## config.mk

```make
export PLATFORM = sky130hd
export DESIGN_NAME = alu_8bit
export DESIGN_NICKNAME = d
export VERILOG_FILES = /design/src/rtl/alu_8bit.sv
export SDC_FILE = /design/constraint.sdc
export NUM_CORES = 1
export LEC_CHECK = 0
export CAP_MARGIN = 20
export CORE_ASPECT_RATIO = 0.9
export CORE_MARGIN = 8
export CORE_UTILIZATION = 40
export CTS_BUF_LIST = sky130_fd_sc_hd__clkbuf_4 sky130_fd_sc_hd__clkbuf_8
export DETAILED_ROUTE_END_ITERATION = 10
export HOLD_SLACK_MARGIN = 0.12
export PLACE_DENSITY_LB_ADDON = 0.12
export SYNTH_ARGS = -nofsm -noshare
export SYNTH_HDL_FRONTEND = slang
export SYNTH_SLANG_ARGS = --single-unit
```

## constraint.sdc

```tcl
create_clock -name clk -period 5.2 [get_ports clk]
set_clock_uncertainty 0.1 [all_clocks]
set_input_delay 1.04 -clock clk [delete_from_list [all_inputs] [get_ports clk]]
set_output_delay 1.04 -clock clk [all_outputs]
set_load 0.01 [all_outputs]
```

## src/rtl/alu_8bit.sv

```systemverilog
// alu_8bit: registered 8-bit ALU (accum op data) with accumulator-zero flag.
// Ports: clk, rst_n (sync, active-low), opcode[2:0], data[7:0], accum[7:0],
//   out[7:0], zero, carry (only when ALU_CARRY_EN is defined).
module alu_8bit (
  input  logic       clk,
  input  logic       rst_n,
  input  logic [2:0] opcode,
  input  logic [7:0] data,
  input  logic [7:0] accum,
  output logic [7:0] out,
  output logic       zero
`ifdef ALU_CARRY_EN
  ,
  output logic       carry
`endif
);

  localparam logic [2:0] OP_PASS0 = 3'b000;
  localparam logic [2:0] OP_PASS1 = 3'b001;
  localparam logic [2:0] OP_ADD   = 3'b010;
  localparam logic [2:0] OP_AND   = 3'b011;
  localparam logic [2:0] OP_XOR   = 3'b100;
  localparam logic [2:0] OP_PASSD = 3'b101;
  localparam logic [2:0] OP_PASS6 = 3'b110;
  localparam logic [2:0] OP_PASS7 = 3'b111;

`ifdef ALU_CARRY_EN
  logic [8:0] sum;
  assign sum = {1'b0, accum} + {1'b0, data};
`else
  logic [7:0] sum;
  assign sum = accum + data;
`endif

  logic [7:0] res;

  // Default arm only catches X/Z opcodes; it propagates X in sim.
  always_comb begin
    res = 8'h00;
    case (opcode)
      OP_PASS0: res = accum;
      OP_PASS1: res = accum;
      OP_ADD:   res = sum[7:0];
      OP_AND:   res = accum & data;
      OP_XOR:   res = accum ^ data;
      OP_PASSD: res = data;
      OP_PASS6: res = accum;
      OP_PASS7: res = accum;
      default:  res = 8'hxx;
    endcase
  end

  always_ff @(posedge clk) begin
    if (!rst_n) begin
      out  <= 8'h00;
      zero <= 1'b0;
    end else begin
      out  <= res;
      zero <= (accum == 8'h00);
    end
  end

`ifdef ALU_CARRY_EN
  always_ff @(posedge clk) begin
    if (!rst_n)
      carry <= 1'b0;
    else
      carry <= (opcode == OP_ADD) & sum[8];
  end
`endif

endmodule

```

==> impl_metrics.env, run 1 <==
export IMPL_status="finished, final reports clean"
export IMPL_num_io_pins=30
export IMPL_yosys_area_top_type="dfxtp_1"
export IMPL_fillers=252
export IMPL_synthTopCellsByCount="9 x dfxtp_1, 9 x nand2_1, 8 x ha_1"
export IMPL_grt_pass1_wl_mm=4.71
export IMPL_synth_xor_area_share_pct=1.73
export IMPL_critPathArrivalTime_ps=3090
export IMPL_yosys_area_share_simple_pct=21.8
export IMPL_start_util_pct=41.7
export IMPL_cts_hold_fix_buffers=0
export IMPL_p_seq_share_pct=30.3
export IMPL_fmax_mhz=336
export IMPL_internal_power_mw=0.164
export IMPL_synthArstFlopShare_pct=0
export IMPL_synth_edf_count=0
export IMPL_yosys_warnings=0
export IMPL_worstSetupStartpointType="primary input"
export IMPL_cts_tree="built"
export IMPL_final_util_pct=54.4
export IMPL_synth_distinct_cells=43
export IMPL_std_cell_rows=17
export IMPL_synth_area_top_cells="dfxtp_1 18%, ha_1 9.9%, mux2i_1 5.0%, a221oi_2 4.5%, nand3b_1 3.7%"
export IMPL_cts_sinks=9
export IMPL_synthFlopType="dfxtp_1"
export IMPL_area_growth_pct=30.4
export IMPL_slew_headroom_pct=46.0
export IMPL_crit_family="compound AO/OA/AOI/OAI gates"
export IMPL_yosysTopAreaCellShare_pct=17.8
export IMPL_swShare_pct=34.5
export IMPL_synth_top_family_by_area="compound AO/OA/AOI/OAI gates"
export IMPL_ant_nets=0
export IMPL_gp_congestion=0.872
export IMPL_core_area_mm2=0.00242
export IMPL_wl_mm=2.80
export IMPL_grt_setup_unrepaired="no"
export IMPL_drive_gt1_share_pct=11.3
export IMPL_drc=0
export IMPL_grt_ovfl_total=0
export IMPL_die_x_um=69.0
export IMPL_synthMuxAreaShare_pct=8.29
export IMPL_setup_ws_ps=2220
export IMPL_max_cap_viol_count=0
export IMPL_vias=1017
export IMPL_firstDrtPassIters=5
export IMPL_antenna_found_initial=0
export IMPL_max_stage_delay_ps=480
export IMPL_synthCells=115
export IMPL_ys_ff_latch=9
export IMPL_setup_worst_path_class="primary input to flip-flop"
export IMPL_ctsRootBufferMaster="clkbuf_4"
export IMPL_fin_crit_ps=2980
export IMPL_comb_power_share_pct=42.3
export IMPL_syn_area_mm2=0.00101
export IMPL_multiInputGateArea_um2=776
export IMPL_crit_required_ps=5320
export IMPL_num_nets_final=173
export IMPL_grt_max_degree=22
export IMPL_io_buffers=29
export IMPL_switching_power_mw=0.0864
export IMPL_post_cts_buffers=0
export IMPL_ys_seq_area_share_pct=17.8
export IMPL_dp_cells=166
export IMPL_place_ws_ps=1930
export IMPL_maxSlewViolCount=0
export IMPL_die_height_um=63.7
export IMPL_grtUsageTotal_pct=13.5
export IMPL_cp_slowest_cell="clkdlybuf4s50_1"
export IMPL_cts_max_level=1
export IMPL_synth_fp_nets=145
export IMPL_end_kind="flip-flop"
export IMPL_tns_ps=0
export IMPL_synthAdderAreaFrac_pct=11.9
export IMPL_drt_iter0_markers=32
export IMPL_vdd_drop_max_v=0.000143
export IMPL_wl_per_cell_um=16.5
export IMPL_crit_fanout=4
export IMPL_numCtsBuffers=3
export IMPL_max_clock_path_buffers=2
export IMPL_clk_pin_slew_ps=90
export IMPL_worstMarginPinSlew_ps=807
export IMPL_synth_compound_gate_area_share_pct=33.0
export IMPL_finalSetupViolCount=0
export IMPL_worstHoldPathType="primary input to flip-flop"
export IMPL_hold_viol_final=0
export IMPL_dp_hpwl_mm=2.14
export IMPL_stdcell_count=170
export IMPL_path_cells="clkdlybuf4s50_1 -> ha_1 -> fa_1 -> a211oi_1 -> o21bai_1 -> a211o_1 -> o211ai_1"
export IMPL_dieArea_mm2=0.00439
export IMPL_fin_crit_sh_pct=57.2
export IMPL_viasPerCell=5.98
export IMPL_seq_area_um2=180
export IMPL_p_leak_nw=0.519
export IMPL_crit_buf_inv=1
export IMPL_power_density_mw_per_mm2=190
export IMPL_holdWs_ps=1330
export IMPL_clock_power_share_pct=27.3
export IMPL_cts_resized=0
export IMPL_syn_avg_cell_area_um2=8.79
export IMPL_first_global_vias=1042
export IMPL_antenna_cells=0
-- stage by stage --
stage | total power, mW | area [um2]
after global placement | 0.182 | 1290
after detailed placement | 0.184 | 1290
after floorplan | 0.142 | 1010
final | 0.251 | 1320
after CTS | 0.252 | 1320
after global routing | 0.268 | 1320
-- worst paths after layout --
path | from | slack, ps | endpoint | cells after the start
worst max-delay path | accum[0] | 2220 | out[6] | 7
worst min-delay path | accum[2] | 1330 | zero | 2
-- routing by layer --
layer | up-vias | global-route usage (%) | share of wire [%]
met5 | - | 0 | 0
met4 | 0 | 5.01 | 1.4
met3 | 5 | 4.77 | 7.1
met1 | 472 | 14.2 | 43
met2 | 32 | 23.2 | 48
li1 | 508 | - | -
-- cell type report --
cell class | count | share of cell area (%)
multi-input combinational | 98 | 58.8
timing repair buffer | 29 | 22.0
sequential | 9 | 13.7
tap | 28 | 2.66
clock buffer | 4 | 2.28
inverter | 2 | 0.569
-- cell families (layout without fill, tap and decap cells) --
group,count (synthesis),in the layout
and+or+nand+nor,36,36
buffers and inverters,8,35
muxes,8,8
xor gates and xnor gates,2,2
DFF,9,9
AOI/OAI and AO/OA,43,43
adders and majority gates,9,9
-- registers in the layout, summed over array words and instances (netlist names) --
name / cells
zero: 1
out: 8
-- power by group through the flow --
stage	clock, mW	sequential [mW]	combinational (mW)
2_1_floorplan	0	0.0807	0.0611
3_3_place_gp	0	0.0776	0.104
3_5_place_dp	0	0.0776	0.106
4_1_cts	0.0699	0.0761	0.106
5_1_grt	0.0755	0.0765	0.116
6_report	0.0685	0.0760	0.106
-- cell usage in the layout (no fill, tap or decap), types with 5 or more instances in the layout --
cell / synthesis / routed
a21oi_1: 7 / 7
ha_1: 8 / 8
nor2_1: 5 / 5
nand3b_1: 5 / 5
nand2_1: 9 / 9
clkdlybuf4s50_1: 0 / 29
mux2i_1: 5 / 5
dfxtp_1: 9 / 9
Note: power is estimated with default switching activity, not from simulation.
==> run 2, diff against run 1 <==
Clock period 5.2 ns to 2.9 ns, I/O delays scaled along.
==> impl_metrics.env, run 2 (synthesis results as in run 1) <==
export IMPL_status="finished, final reports clean"
export IMPL_cts_tree="built"
export IMPL_swShare_pct=33.5
export IMPL_holdWs_ps=869
export IMPL_vias=1044
export IMPL_top_regs="out x8, zero x1"
export IMPL_ctsRootBufferMaster="clkbuf_4"
export IMPL_dieArea_mm2=0.00439
export IMPL_slew_headroom_pct=63.2
export IMPL_setup_ws_ps=374
export IMPL_tns_ps=0
export IMPL_hold_viol_final=0
export IMPL_antenna_cells=0
export IMPL_p_seq_share_pct=30.5
export IMPL_holdPathEnd="zero"
export IMPL_comb_power_share_pct=43.5
export IMPL_wl_per_cell_um=16.5
export IMPL_worstSetupStartpointType="primary input"
export IMPL_drt_iter0_markers=55
export IMPL_max_stage_delay_ps=480
export IMPL_grt_setup_unrepaired="no"
export IMPL_regMostFlops="out"
export IMPL_total_power_mw=0.447
export IMPL_antenna_found_initial=0
export IMPL_crit_required_ps=3000
export IMPL_wl_mm=2.87
export IMPL_fin_crit_ps=2530
export IMPL_cts_max_level=1
export IMPL_layout_common_cells="29 x clkdlybuf4s50_1, 9 x nand2_1, 9 x dfxtp_1"
export IMPL_clock_power_share_pct=26.0
export IMPL_firstDrtPassIters=6
export IMPL_fin_crit_sh_pct=87.1
export IMPL_worstHoldPathCells=2
export IMPL_clk_pin_slew_ps=70
export IMPL_post_cts_buffers=0
export IMPL_end_kind="flip-flop"
export IMPL_viasPerCell=6.00
export IMPL_cts_sinks=9
export IMPL_max_cap_viol_count=0
export IMPL_crit_fanout=4
export IMPL_die_x_um=69.0
export IMPL_grt_ovfl_total=0
export IMPL_die_height_um=63.7
export IMPL_path_cells="clkdlybuf4s50_1 -> ha_1 -> fa_1 -> a211oi_1 -> o21bai_1 -> a211o_1 -> o211ai_1"
export IMPL_place_ws_ps=126
export IMPL_critPathArrivalTime_ps=2630
export IMPL_gp_congestion=0.824
export IMPL_drc=0
export IMPL_numCtsBuffers=3
export IMPL_core_area_mm2=0.00242
export IMPL_std_cell_rows=17
export IMPL_num_nets_final=177
export IMPL_hold_start="accum[2]"
export IMPL_switching_power_mw=0.150
export IMPL_first_global_vias=1064
export IMPL_internal_power_mw=0.297
export IMPL_grt_pass1_wl_mm=4.79
export IMPL_largest_register_ffs=8
export IMPL_dp_hpwl_mm=2.22
export IMPL_fmax_mhz=396
export IMPL_cts_hold_fix_buffers=0
export IMPL_p_leak_nw=0.538
export IMPL_area_growth_pct=33.4
export IMPL_layout_commonest_cell="clkdlybuf4s50_1"
export IMPL_worstMarginPinSlew_ps=550
export IMPL_maxSlewViolCount=0
export IMPL_grt_max_degree=17
export IMPL_grtUsageTotal_pct=13.8
export IMPL_max_clock_path_buffers=2
export IMPL_vdd_drop_max_v=0.000198
export IMPL_drive_gt1_share_pct=13.7
export IMPL_worstHoldPathType="primary input to flip-flop"
export IMPL_cp_slowest_cell="clkdlybuf4s50_1"
export IMPL_ant_nets=0
export IMPL_power_density_mw_per_mm2=332
export IMPL_finalSetupViolCount=0
export IMPL_start_util_pct=41.7
export IMPL_cts_resized=0
export IMPL_setup_worst_path_class="primary input to flip-flop"
export IMPL_io_buffers=29
export IMPL_num_io_pins=30
==> run 2: how the worst max path moves through the flow <==
stage	cells past startpoint	endpoint	startpoint	slack [ps]
final	7	out[6]	accum[0]	370
after global routing	7	out[6]	accum[0]	270
after CTS	7	out[6]	accum[0]	390
after detailed placement	7	out[6]	accum[0]	130
after global placement	7	out[6]	accum[0]	170
after floorplan	6	out[6]	data[0]	750
==> run 2: metal layers <==
| metal | part of all wire [%] | global-route usage (%) | wire length [um] | vias to the layer above |
|---|---|---|---|---|
| li1 | - | - | - | 519 |
| met1 | 46 | 17.4 | 1330 | 497 |
| met2 | 46 | 22.1 | 1330 | 24 |
| met3 | 5.4 | 1.94 | 154 | 4 |
| met4 | 1.8 | 6.27 | 53 | 0 |
| met5 | 0 | 0 | 0 | - |
==> run 2: layout make-up <==
type,instances,area [um2]
Clock buffer,4,30.0
Fill cell,233,1080
Inverter,2,7.51
Multi-Input combinational cell,98,776
Sequential cell,9,180
Tap cell,28,35.0
Timing Repair Buffer,33,320
==> run 2: power groups by stage <==
stage	clock [mW]	sequential [mW]	combinational, mW
after global placement	0	0.139	0.191
after detailed placement	0	0.140	0.193
after global routing	0.125	0.137	0.214
final	0.116	0.136	0.195
after floorplan	0	0.145	0.110
after CTS	0.118	0.137	0.196
==> run 2: worst max-delay path, delay by kind of cell <==
kind            cells  cell delay [ps]
fa+ha+maj           2              750
compound gates      4              830
buf+inv             1              480
==> run 2: stage by stage <==
step                instance area [um2]  util, %  instances
finish                             1350     55.6        174
floorplan                          1010        -        115
global placement                   1320     54.4        170
CTS                                1350     55.6        174
global route                       1350     55.6        174
detailed placement                 1320     54.4        170
==> run 3, diff against run 2 <==
Settings changed: CTS_CLUSTER_SIZE set to 8.
Clock period 2.9 ns to 2.6 ns, I/O delays scaled along.
==> impl_metrics.env, run 3 (synthesis results as in run 1) <==
export IMPL_status="finished, final reports clean"
export IMPL_fin_crit_ps=2370
export IMPL_power_density_mw_per_mm2=367
export IMPL_critical_path_depth=7
export IMPL_total_power_mw=0.509
export IMPL_largest_register_ffs=8
export IMPL_max_clock_path_buffers=2
export IMPL_dp_cells=175
export IMPL_place_ws_ps=-15.1
export IMPL_drive_gt1_share_pct=16.6
export IMPL_internal_power_mw=0.337
export IMPL_grt_setup_unrepaired="no"
export IMPL_die_height_um=63.7
export IMPL_critPathArrivalTime_ps=2460
export IMPL_gp_congestion=0.870
export IMPL_path_cells="clkdlybuf4s50_1 -> ha_1 -> fa_1 -> a211oi_1 -> o21bai_1 -> a211o_1 -> o211ai_1"
export IMPL_fillers=233
export IMPL_wl_mm=2.96
export IMPL_worstHoldPathType="primary input to flip-flop"
export IMPL_viasPerCell=6.09
export IMPL_io_buffers=29
export IMPL_regMostFlops="out"
export IMPL_antenna_found_initial=0
export IMPL_final_util_pct=57.2
export IMPL_cts_hold_fix_buffers=0
export IMPL_firstDrtPassIters=5
export IMPL_comb_power_share_pct=44.4
export IMPL_wl_per_cell_um=16.5
export IMPL_grt_pass1_wl_mm=5.06
export IMPL_max_cap_viol_count=0
export IMPL_start_util_pct=41.7
export IMPL_finalSetupViolCount=0
export IMPL_setup_ws_ps=230
export IMPL_fmax_mhz=422
export IMPL_worstMarginPinSlew_ps=575
export IMPL_max_stage_delay_ps=430
export IMPL_fin_crit_sh_pct=91.1
export IMPL_tns_ps=0
export IMPL_crit_family="compound AO/OA/AOI/OAI gates"
export IMPL_stdcell_count=179
export IMPL_cp_slowest_cell="clkdlybuf4s50_1"
export IMPL_grt_max_degree=16
export IMPL_clk_pin_slew_ps=70
export IMPL_core_area_mm2=0.00242
export IMPL_ant_nets=0
export IMPL_grt_ovfl_total=0
export IMPL_maxSlewViolCount=0
export IMPL_swShare_pct=33.8
export IMPL_p_seq_share_pct=29.8
export IMPL_num_io_pins=30
export IMPL_layout_common_cells="29 x clkdlybuf4s50_1, 9 x nand2_1, 9 x dfxtp_1, 9 x buf_4, 8 x ha_1"
export IMPL_switching_power_mw=0.172
export IMPL_p_leak_nw=0.562
export IMPL_hold_start="accum[2]"
export IMPL_vias=1090
export IMPL_cts_sinks=9
export IMPL_post_cts_buffers=0
export IMPL_cts_tree="built"
export IMPL_die_x_um=69.0
export IMPL_vdd_drop_max_v=0.000214
export IMPL_startpoint="data[0]"
export IMPL_worstSetupStartpointType="primary input"
export IMPL_dieArea_mm2=0.00439
export IMPL_numCtsBuffers=3
export IMPL_crit_fanout=3
export IMPL_drc=0
export IMPL_worstSetupEndpoint="out[6]"
export IMPL_first_global_vias=1077
export IMPL_clock_power_share_pct=25.8
export IMPL_ctsRootBufferMaster="clkbuf_4"
export IMPL_area_growth_pct=37.1
export IMPL_num_nets_final=182
export IMPL_std_cell_rows=17
export IMPL_slew_headroom_pct=61.6
export IMPL_cts_max_level=1
export IMPL_end_kind="flip-flop"
export IMPL_hold_viol_final=0
export IMPL_setup_worst_path_class="primary input to flip-flop"
export IMPL_grtUsageTotal_pct=14.3
export IMPL_drt_iter0_markers=65
export IMPL_antenna_cells=0
export IMPL_crit_buf_inv=1
export IMPL_top_regs="out x8, zero x1"
export IMPL_layout_commonest_cell="clkdlybuf4s50_1"
export IMPL_crit_required_ps=2690
export IMPL_dp_hpwl_mm=2.34
export IMPL_cts_resized=0
[run 3: cell type report]
cell class | instances | area [um2] | area share, %
well taps | 28 | 35.0 | 2.53
repair buffers | 38 | 358 | 25.8
flip-flops and latches | 9 | 180 | 13.0
clock buffers | 4 | 30.0 | 2.17
inverters | 2 | 7.51 | 0.542
multi-input cells | 98 | 776 | 56.0
[run 3: worst min-delay path by stage]
stage / endpoint / slack, ps / cells after the start
floorplan: zero / 500 / 1
global placement: zero / 1080 / 2
detailed placement: zero / 1090 / 2
CTS: zero / 820 / 2
global route: zero / 820 / 2
finish: zero / 800 / 2
[run 3: per-layer routing]
layer / GRT usage [%] / vias to the layer above / wire length, um
met5: 0 / - / 0
met4: 6.77 / 0 / 85
met3: 2.83 / 8 / 222
met2: 21.5 / 41 / 1320
met1: 18.5 / 518 / 1330
li1: - / 523 / -
[run 3: power by group through the flow]
stage                     logic (mW)  registers, mW  clock network (mW)
final                          0.226          0.152               0.131
after global routing           0.245          0.153               0.143
after CTS                      0.225          0.152               0.131
after detailed placement       0.224          0.155                   0
after global placement         0.218          0.155                   0
after floorplan                0.122          0.161                   0
[run 3: stage by stage]
step / hold slack (ps) / area [um2]
2_1_floorplan: 496 / 1010
3_3_place_gp: 1080 / 1360
3_5_place_dp: 1090 / 1360
4_1_cts: 817 / 1390
5_1_grt: 815 / 1390
6_report: 802 / 1390
